==> src/rtl/ifftout_axis.sv <==
// Inverse-FFT output adapter: convergent rounding of each component to OW bits,
// bin-0/last-bin tagging, and a FWFT FIFO presented as a valid/ready stream.
module ifftout_axis #(
  parameter int IW     = 21,
  parameter int OW     = 16,
  parameter int LGFFT  = 11,
  parameter int LGFIFO = 5
) (
  input  logic              i_clk,
  input  logic              i_reset,
  input  logic              i_ce,
  input  logic [2*IW-1:0]   i_result,
  input  logic              i_sync,
  output logic              o_valid,
  input  logic              i_ready,
  output logic [2*OW-1:0]   o_data,
  output logic              o_first,
  output logic              o_last,
  output logic [LGFIFO:0]   o_fill,
  output logic              o_overflow,
  output logic              o_sync_err
);

  typedef enum logic [1:0] {S_IDLE, S_RUN, S_DROP} state_t;

  localparam int                DEPTH     = 1 << LGFIFO;
  localparam int                EW        = 2*OW + 2;
  localparam logic [LGFFT-1:0]  LAST_BIN  = '1;
  localparam logic [LGFIFO:0]   FULL_FILL = (LGFIFO+1)'(DEPTH);

  state_t            r_state, w_next_state;
  logic [LGFFT-1:0]  r_cnt, w_bin;
  logic              w_accept, w_sync_err, w_last;
  logic              r_in_valid, r_in_first, r_in_last;
  logic [2*IW-1:0]   r_in_data;
  logic              r_rnd_valid;
  logic [EW-1:0]     r_rnd_entry;
  logic [EW-1:0]     r_mem [DEPTH];
  logic [LGFIFO-1:0] r_wr_ptr, r_rd_ptr;
  logic [LGFIFO:0]   r_fill;
  logic              r_overflow, r_sync_err;
  logic              w_full, w_push, w_ovf_hit, w_pop;
  logic [EW-1:0]     w_head;

  // Round half to even on the dropped bits; only a positive input can carry into the sign.
  function automatic logic [OW-1:0] round_conv(input logic [IW-1:0] x);
    logic [IW-1:0] w_sum;
    w_sum = x + IW'((1 << (IW-OW-1)) - 1) + {{(IW-1){1'b0}}, x[IW-OW]};
    if (!x[IW-1] && w_sum[IW-1]) round_conv = {1'b0, {(OW-1){1'b1}}};
    else                         round_conv = w_sum[IW-1:IW-OW];
  endfunction

  assign w_full    = (r_fill == FULL_FILL);
  assign w_push    = r_rnd_valid && !w_full;
  assign w_ovf_hit = r_rnd_valid && w_full;
  assign o_valid   = (r_fill != '0);
  assign w_pop     = o_valid && i_ready;
  assign w_bin     = i_sync ? '0 : r_cnt;
  assign w_last    = (w_bin == LAST_BIN);

  // NOTE: every output of this block gets a default first, so no path can infer a latch.
  always_comb begin
    w_next_state = r_state;
    w_accept     = 1'b0;
    w_sync_err   = 1'b0;
    if (w_ovf_hit) begin
      w_next_state = S_DROP;
    end else if (i_ce) begin
      case (r_state)
        S_IDLE: if (i_sync) begin
          w_accept     = 1'b1;
          w_next_state = S_RUN;
        end
        S_RUN: begin
          w_accept   = 1'b1;
          w_sync_err = i_sync && (r_cnt != '0);
        end
        S_DROP: if (i_sync && !w_full) begin
          w_accept     = 1'b1;
          w_next_state = S_RUN;
        end
        default: w_next_state = S_IDLE;
      endcase
    end
  end

  // NOTE: state uses non-blocking assignment so every register sees pre-edge values.
  // A dropped push also flushes the in-flight samples so the partial frame ends cleanly.
  always_ff @(posedge i_clk) begin
    if (i_reset) begin
      r_state     <= S_IDLE;
      r_cnt       <= '0;
      r_in_valid  <= 1'b0;
      r_rnd_valid <= 1'b0;
      r_sync_err  <= 1'b0;
      r_overflow  <= 1'b0;
    end else begin
      r_state     <= w_next_state;
      r_sync_err  <= w_sync_err;
      r_in_valid  <= w_accept;
      r_rnd_valid <= r_in_valid && !w_ovf_hit;
      if (w_accept)  r_cnt      <= w_bin + LGFFT'(1);
      if (w_ovf_hit) r_overflow <= 1'b1;
    end
  end

  // NOTE: datapath registers and FIFO storage carry no reset; the valid bits and
  // pointers are what make their contents meaningful.
  always_ff @(posedge i_clk) begin
    if (w_accept) begin
      r_in_data  <= i_result;
      r_in_first <= i_sync;
      r_in_last  <= w_last;
    end
    r_rnd_entry <= {r_in_first, r_in_last,
                    round_conv(r_in_data[2*IW-1:IW]), round_conv(r_in_data[IW-1:0])};
    if (w_push) r_mem[r_wr_ptr] <= r_rnd_entry;
  end

  always_ff @(posedge i_clk) begin
    if (i_reset) begin
      r_wr_ptr <= '0;
      r_rd_ptr <= '0;
      r_fill   <= '0;
    end else begin
      if (w_push) r_wr_ptr <= r_wr_ptr + LGFIFO'(1);
      if (w_pop)  r_rd_ptr <= r_rd_ptr + LGFIFO'(1);
      case ({w_push, w_pop})
        2'b10:   r_fill <= r_fill + (LGFIFO+1)'(1);
        2'b01:   r_fill <= r_fill - (LGFIFO+1)'(1);
        default: r_fill <= r_fill;
      endcase
    end
  end

  // Head entry is gated so the stream outputs read zero whenever the FIFO is empty.
  assign w_head = r_mem[r_rd_ptr];
  assign {o_first, o_last, o_data} = o_valid ? w_head : '0;
  assign o_fill     = r_fill;
  assign o_overflow = r_overflow;
  assign o_sync_err = r_sync_err;

endmodule

==> config.mk <==
export PLATFORM = sky130hd
export DESIGN_NAME = ifftout_axis
export DESIGN_NICKNAME = d
export VERILOG_FILES = /design/src/rtl/ifftout_axis.sv
export SDC_FILE = /design/constraint.sdc
export NUM_CORES = 1
export LEC_CHECK = 0
export CAP_MARGIN = 20
export CORE_MARGIN = 2
export CORE_UTILIZATION = 56
export CTS_BUF_LIST = sky130_fd_sc_hd__clkbuf_16
export CTS_CLUSTER_DIAMETER = 150
export DETAILED_ROUTE_END_ITERATION = 7
export PLACE_DENSITY_LB_ADDON = 0.25
export SLEW_MARGIN = 20
export SYNTH_ARGS = -nofsm -noshare
export SYNTH_HDL_FRONTEND = slang
export SYNTH_SLANG_ARGS = --single-unit
==> constraint.sdc <==
create_clock -name i_clk -period 3.2 [get_ports i_clk]
set_input_delay 0.8 -clock i_clk [delete_from_list [all_inputs] [get_ports i_clk]]
set_output_delay 0.8 -clock i_clk [all_outputs]
set_load 0.02 [all_outputs]
; Word level (Yosys, flattened, before mapping)
; Memories as Yosys holds them, arrays and structs flattened. A register that Yosys moved wholly into a read port is not among the register bits.
; Index checks and enable logic that the tools add are counted.
[classes]
shifts = 0
muxes = 17
bitwise_logic = 2
n_mul = 0
n_addsub = 9
n_div = 0
eq_ne = 11
magnitude_cmp = 0
reduce_logical = 21
[ops]
columns = operator, count
row1 = adder 21 x 1 -> 21 bit, 2
row2 = "adder 21 x 4 -> 21 bit, second input constant", 2
row3 = 2-to-1 mux 34 bit, 1
row4 = one-hot mux 6 bit (2 select lines), 1
row5 = "adder 11 x 1 -> 11 bit, second input constant", 1
row6 = "equality test 11 bit, second input constant", 1
row7 = 2-to-1 mux 11 bit, 1
row8 = nonzero test 11 bit, 1
row9 = "adder 5 x 1 -> 5 bit, second input constant", 2
row10 = 2-to-1 mux 5 bit, 2
row11 = logical AND 1 bit, 8
row12 = 2-to-1 mux 2 bit, 4
row13 = AND reduction 4 bit, 2
row14 = "adder 6 x 1 -> 6 bit, second input constant", 1
row15 = "equality test 6 bit, second input constant", 1
row16 = 2-to-1 mux 1 bit, 6
row17 = "!= test 2 bit, second input constant", 3
row18 = "!= test 3 bit, second input constant", 2
row19 = one-hot mux 2 bit (3 select lines), 1
row20 = nonzero test 6 bit, 1
row21 = "subtractor 6 x 1 -> 6 bit, second input constant", 1
row22 = "equality test 2 x 1 -> 1 bit, second input constant", 2
row23 = "equality test 2 bit, second input constant", 2
row24 = zero test 1 bit, 4
row25 = 6 further kinds, 8
[word_totals]
rom_bits = 0
ramBits = 1088
memories = 1
ff_bits = 111
latchBits = 0
[mem_list]
columns = memory, depth, width, rd, rd_ports_with_merged_regs, wr, line_no
row1 = r_mem, 32, 34, 1, 1, 1, 38  ; logic [EW-1:0] r_mem [DEPTH];

; Logic depth before layout (Yosys ltp)
[depth]
ltp_word = 7
mapped_depth = 13
depth_no_buf = 11

; Worst setup path before layout
; Ideal clock, no wire load.
[synth_path]
path_type = register -> register
start = reg r_fill[4], in the netlist o_fill[4]
end = mem r_mem[31][0] (netlist bit), enable pin
path_buffers = 2
path_stages_with_launch = 7
arrival_time_ns = 2.924
slack_ns = -0.150
path_cell_list = dfxtp_1 -> clkbuf_1 -> nor4_4 -> a21oi_1 -> buf_2 -> nand2_1 -> nor2_1
[synth_via]
elab_chain_len = 5
[synth_rtl]
columns = item, line_no
row1 = "start, declared", 40  ; logic [LGFIFO:0] r_fill;
row2 = "start signal, assigned", 129  ; 2'b10: r_fill <= r_fill + (LGFIFO+1)'(1);
row3 = "start signal, assigned", 130  ; 2'b01: r_fill <= r_fill - (LGFIFO+1)'(1);
row4 = "start signal, assigned", 131  ; default: r_fill <= r_fill;
row5 = equality test 6 bit, 53  ; assign w_full = (r_fill == FULL_FILL);
row6 = zero test 1 bit, 54  ; assign w_push = r_rnd_valid && !w_full;
row7 = logical AND 1 bit, 54
row8 = 2-to-1 mux 1 bit, 117  ; if (w_push) r_mem[r_wr_ptr] <= r_rnd_entry;
row9 = 2-to-1 mux 1 bit (implied by the code), 117
row10 = "end, declared", 38
; No other way between the ends.

==> results.py <==
metrics = {
    "routing": {
        "drt-initial-drc-count": 3101,
        "first_pass_iters": 5,
        "viasPerCell": 6.505,
        "via_count": 23440,
        "wl_microns": 117900,
        "drc": 0,
        "antenna_left": 0,
        "routedWlPerCell_microns": 32.72,
    },
    "yosys": {
        "netlist-cell-type-count": 57,
        "avgSynthCellArea_sq_um": 21.96,
        "syn_nets": 2158,
        "synth_ff_type": "edfxtp_1",
        "yosysWarnings": 0,
        "ys_seq_elements": 1204,
        "netlist_area_sq_um": 46140,
        "postSynthCellCount": 2101,
        "synthArstFlopShare_pct": 0,
        "synth_enable_flop_cells": 1132,
        "ys_seq_area_share_pct": 76.80,
    },
    "die": {
        "rows": 105,
        "die_y_microns": 291.0,
        "die_width_microns": 291.0,
        "dieArea_sq_um": 84700,
        "core_area_sq_um": 81850,
        "initial_core_util_pct": 56.37,
        "io_pins": 90,
    },
    "critical_path": {
        "reg2reg_from": "o_fill[2]$_SDFFE_PP0P_",
        "path_class": "reg2out",
        "cp_data_required_time_ns": 2.40,
        "slowest_stage": "mux4_2",
        "cp_cell_sequence": "buf_8, buf_12, buf_12, mux4_2, mux4_2, inv_1, o22ai_1, buf_4",
        "slowest_delay_ns": 0.51,
        "crit_fanout": 6,
        "endpoint_kind": "output pin",
        "cp.depth": 8,
        "path_buf_inv": 5,
        "reg2reg_depth": 13,
        "path_delay_family": "multiplexers",
        "cp.arrival_ns": 2.98,
        "startpoint_type": "register",
    },
    "cells_and_area": {
        "final_cell_mix": "edfxtp_1, mux4_2, buf_4, clkbuf_16, inv_1",
        "fin_nets": 2492,
        "mostFrequentLayoutCell": "edfxtp_1",
        "final_cells": 3604,
        "drive_gt1_share_pct": 35.06,
        "area_growth_pct": 19.79,
        "n_fill_cell": 5015,
    },
    "power": {
        "p_sw_share_pct": 25.39,
        "p_seq_share_pct": 42.6,
        "cellLeakagePower_nw": 17.62,
        "p_per_area_nw_per_um2": 748.4,
        "p_switching_mw": 10.50,
        "pwr-share-comb_pct": 24.7,
        "pwr-share-clk_pct": 32.7,
        "peakVddDrop_v": 0.0006025,
        "p_int_mw": 30.86,
    },
    "clocking": {
        "cts.sinks": 1204,
        "clock_latency_ns": 0.69,
        "cts-root-buf": "clkbuf_16",
        "cts_buffer_depth": 3,
        "cts_buffers": 115,
        "htreeDepth": 3,
        "clk_pin_slew_ns": 0.06,
        "cts_tree": "done",
    },
    "grt": {
        "grt_pass1_vias": 23960,
        "grt.overflow.total": 0,
        "grt_max_degree": 36,
        "grt_usage_pct": 27.92,
        "grt_antenna_before_repair": 0,
        "grt_pass1_wl_microns": 168000,
    },
    "sta": {
        "setup_tns_ns": -16.83,
        "timing.final.crit_period_ns": 3.782,
        "hold_viol": 0,
        "tightest_slew_ns": 1.105,
        "clock.fmax_mhz": 264.4,
        "finalSetupViolations": 34,
        "slew_violations": 0,
        "maxSlewHeadroom_pct": 26.23,
        "fin_crit_sh_pct": 118.2,
        "hold_slack_ns": 0.3404,
        "rsz0062_at_grt": "yes",
        "fin_skew_ns": 0.03785,
        "setup_ws_ns": -0.5821,
    },
    "min_path": {
        "hold_start": "r_in_first$_DFFE_PP_",
        "holdCritPathClass": "reg2reg",
        "min_delay_path_depth": 0,
    },
    "placement": {
        "place_hpwl_microns": 62530,
        "numPortBuffers": 89,
        "dp_cells": 3323,
        "place_congestion": 0.7862,
        "dp_slack_ns": -0.2518,
    },
    "status": {
        "violations": "setup timing",
        "status": "finished, violations left",
    },
    "job": {
        "max_cap_viol_count": 0,
    },
}
synthesized netlist by cell type, drive strengths merged (3+ instances only):
| library cell | count | area [sq um] |
|---|---|---|
| o22ai | 34 | 212.7 |
| dfxtp | 72 | 1441 |
| ha | 10 | 125.1 |
| o21bai | 10 | 75.07 |
| buf | 49 | 289.0 |
| nor2b | 6 | 37.54 |
| nand4 | 14 | 87.58 |
| clkbuf | 56 | 211.5 |
| nand3 | 8 | 40.04 |
| o21ai | 15 | 82.58 |
| or3 | 6 | 37.54 |
| mux4 | 340 | 7657 |
| xnor2 | 13 | 113.9 |
| nor4 | 12 | 90.09 |
| and4 | 3 | 26.28 |
| nor3b | 3 | 22.52 |
| and3 | 10 | 62.56 |
| xor2 | 12 | 105.1 |
| nand3b | 6 | 45.04 |
| a21oi | 25 | 125.1 |
| mux2i | 4 | 40.04 |
| nor2 | 76 | 285.3 |
| or2 | 3 | 18.77 |
| nor3 | 12 | 60.06 |
| edfxtp | 1132 | 33990 |
| a21o | 5 | 37.54 |
| or3b | 4 | 35.03 |
| nand4b | 3 | 26.28 |
| a31oi | 5 | 31.28 |
| nand2 | 26 | 97.59 |
| nand2b | 19 | 118.9 |
| inv | 85 | 319.1 |
final timing paths:
path,slack [ns],endpoint
worst min register to register,0.34,r_rnd_entry[33]$_DFF_P_
worst min-delay path,0.34,r_rnd_entry[33]$_DFF_P_
worst max register to register,0.39,o_fill[4]$_SDFFE_PP0P_
worst max-delay path,-0.58,o_data[28]
power groups by stage:
stage / sequential, mW / combinational (mW) / clock [mW]
after global placement: 17.9 / 7.77 / 0
after CTS: 17.6 / 9.70 / 13.6
after floorplan: 17.9 / 5.07 / 0
final: 17.6 / 10.2 / 13.5
after global routing: 17.7 / 10.7 / 14.2
after detailed placement: 18.0 / 7.86 / 0
state kept, by name (all words and copies together), names as in the netlist, 2 cells and up, named ones only:
signal       flops
o_fill           6
r_cnt           11
r_in_data       42
r_mem         1088
r_rd_ptr         5
r_rnd_entry     34
r_state          2
r_wr_ptr         5
final cells by class:
class                           count  area, sq um  share of cell area [%]
Multi-Input combinational cell    705        10370                   18.76
Sequential cell                  1204        35450                   64.14
Inverter                           87        326.6                  0.5909
Clock buffer                      118         2953                   5.343
Antenna cell                        1        2.502                0.004528
Clock inverter                     97        803.3                   1.453
Timing Repair Buffer              322         4025                   7.283
Tap cell                         1070         1339                   2.422
logic make-up after synthesis:
group	Yosys count	share of synthesized area [%]
AOI/OAI and AO/OA	109	1.492
xor gates and xnor gates	25	0.4746
adders and majority gates	10	0.2712
buffers and inverters	192	1.793
DFF	1204	76.80
muxes	346	16.73
and+or+nand+nor	215	2.435
routing by layer:
| metal | part of all wire (%) | vias to the layer above | GRT usage, % |
|---|---|---|---|
| li1 | - | 9427 | - |
| met1 | 38 | 12460 | 39.35 |
| met2 | 50 | 1333 | 45.12 |
| met3 | 9.3 | 228 | 5.314 |
| met4 | 2.9 | 0 | 8.404 |
| met5 | 0 | - | 0 |
through the flow:
stage	cell area (sq um)	total power [mW]	util (%)
6_report	55270	41.36	67.53
5_1_grt	55270	42.61	67.52
4_1_cts	54890	40.93	67.07
3_5_place_dp	50060	25.83	61.16
3_3_place_gp	50060	25.70	61.16
2_1_floorplan	46140	22.94	-
repair_timing:
item,4_1_cts,5_1_grt
hold buffers,0,0
pin swaps,1,8
setup buffers,38,11
endpoints found under the setup margin,34,34
cloned,16,6
gates resized for setup,237,78
Note: power is estimated with default switching activity, not from simulation.
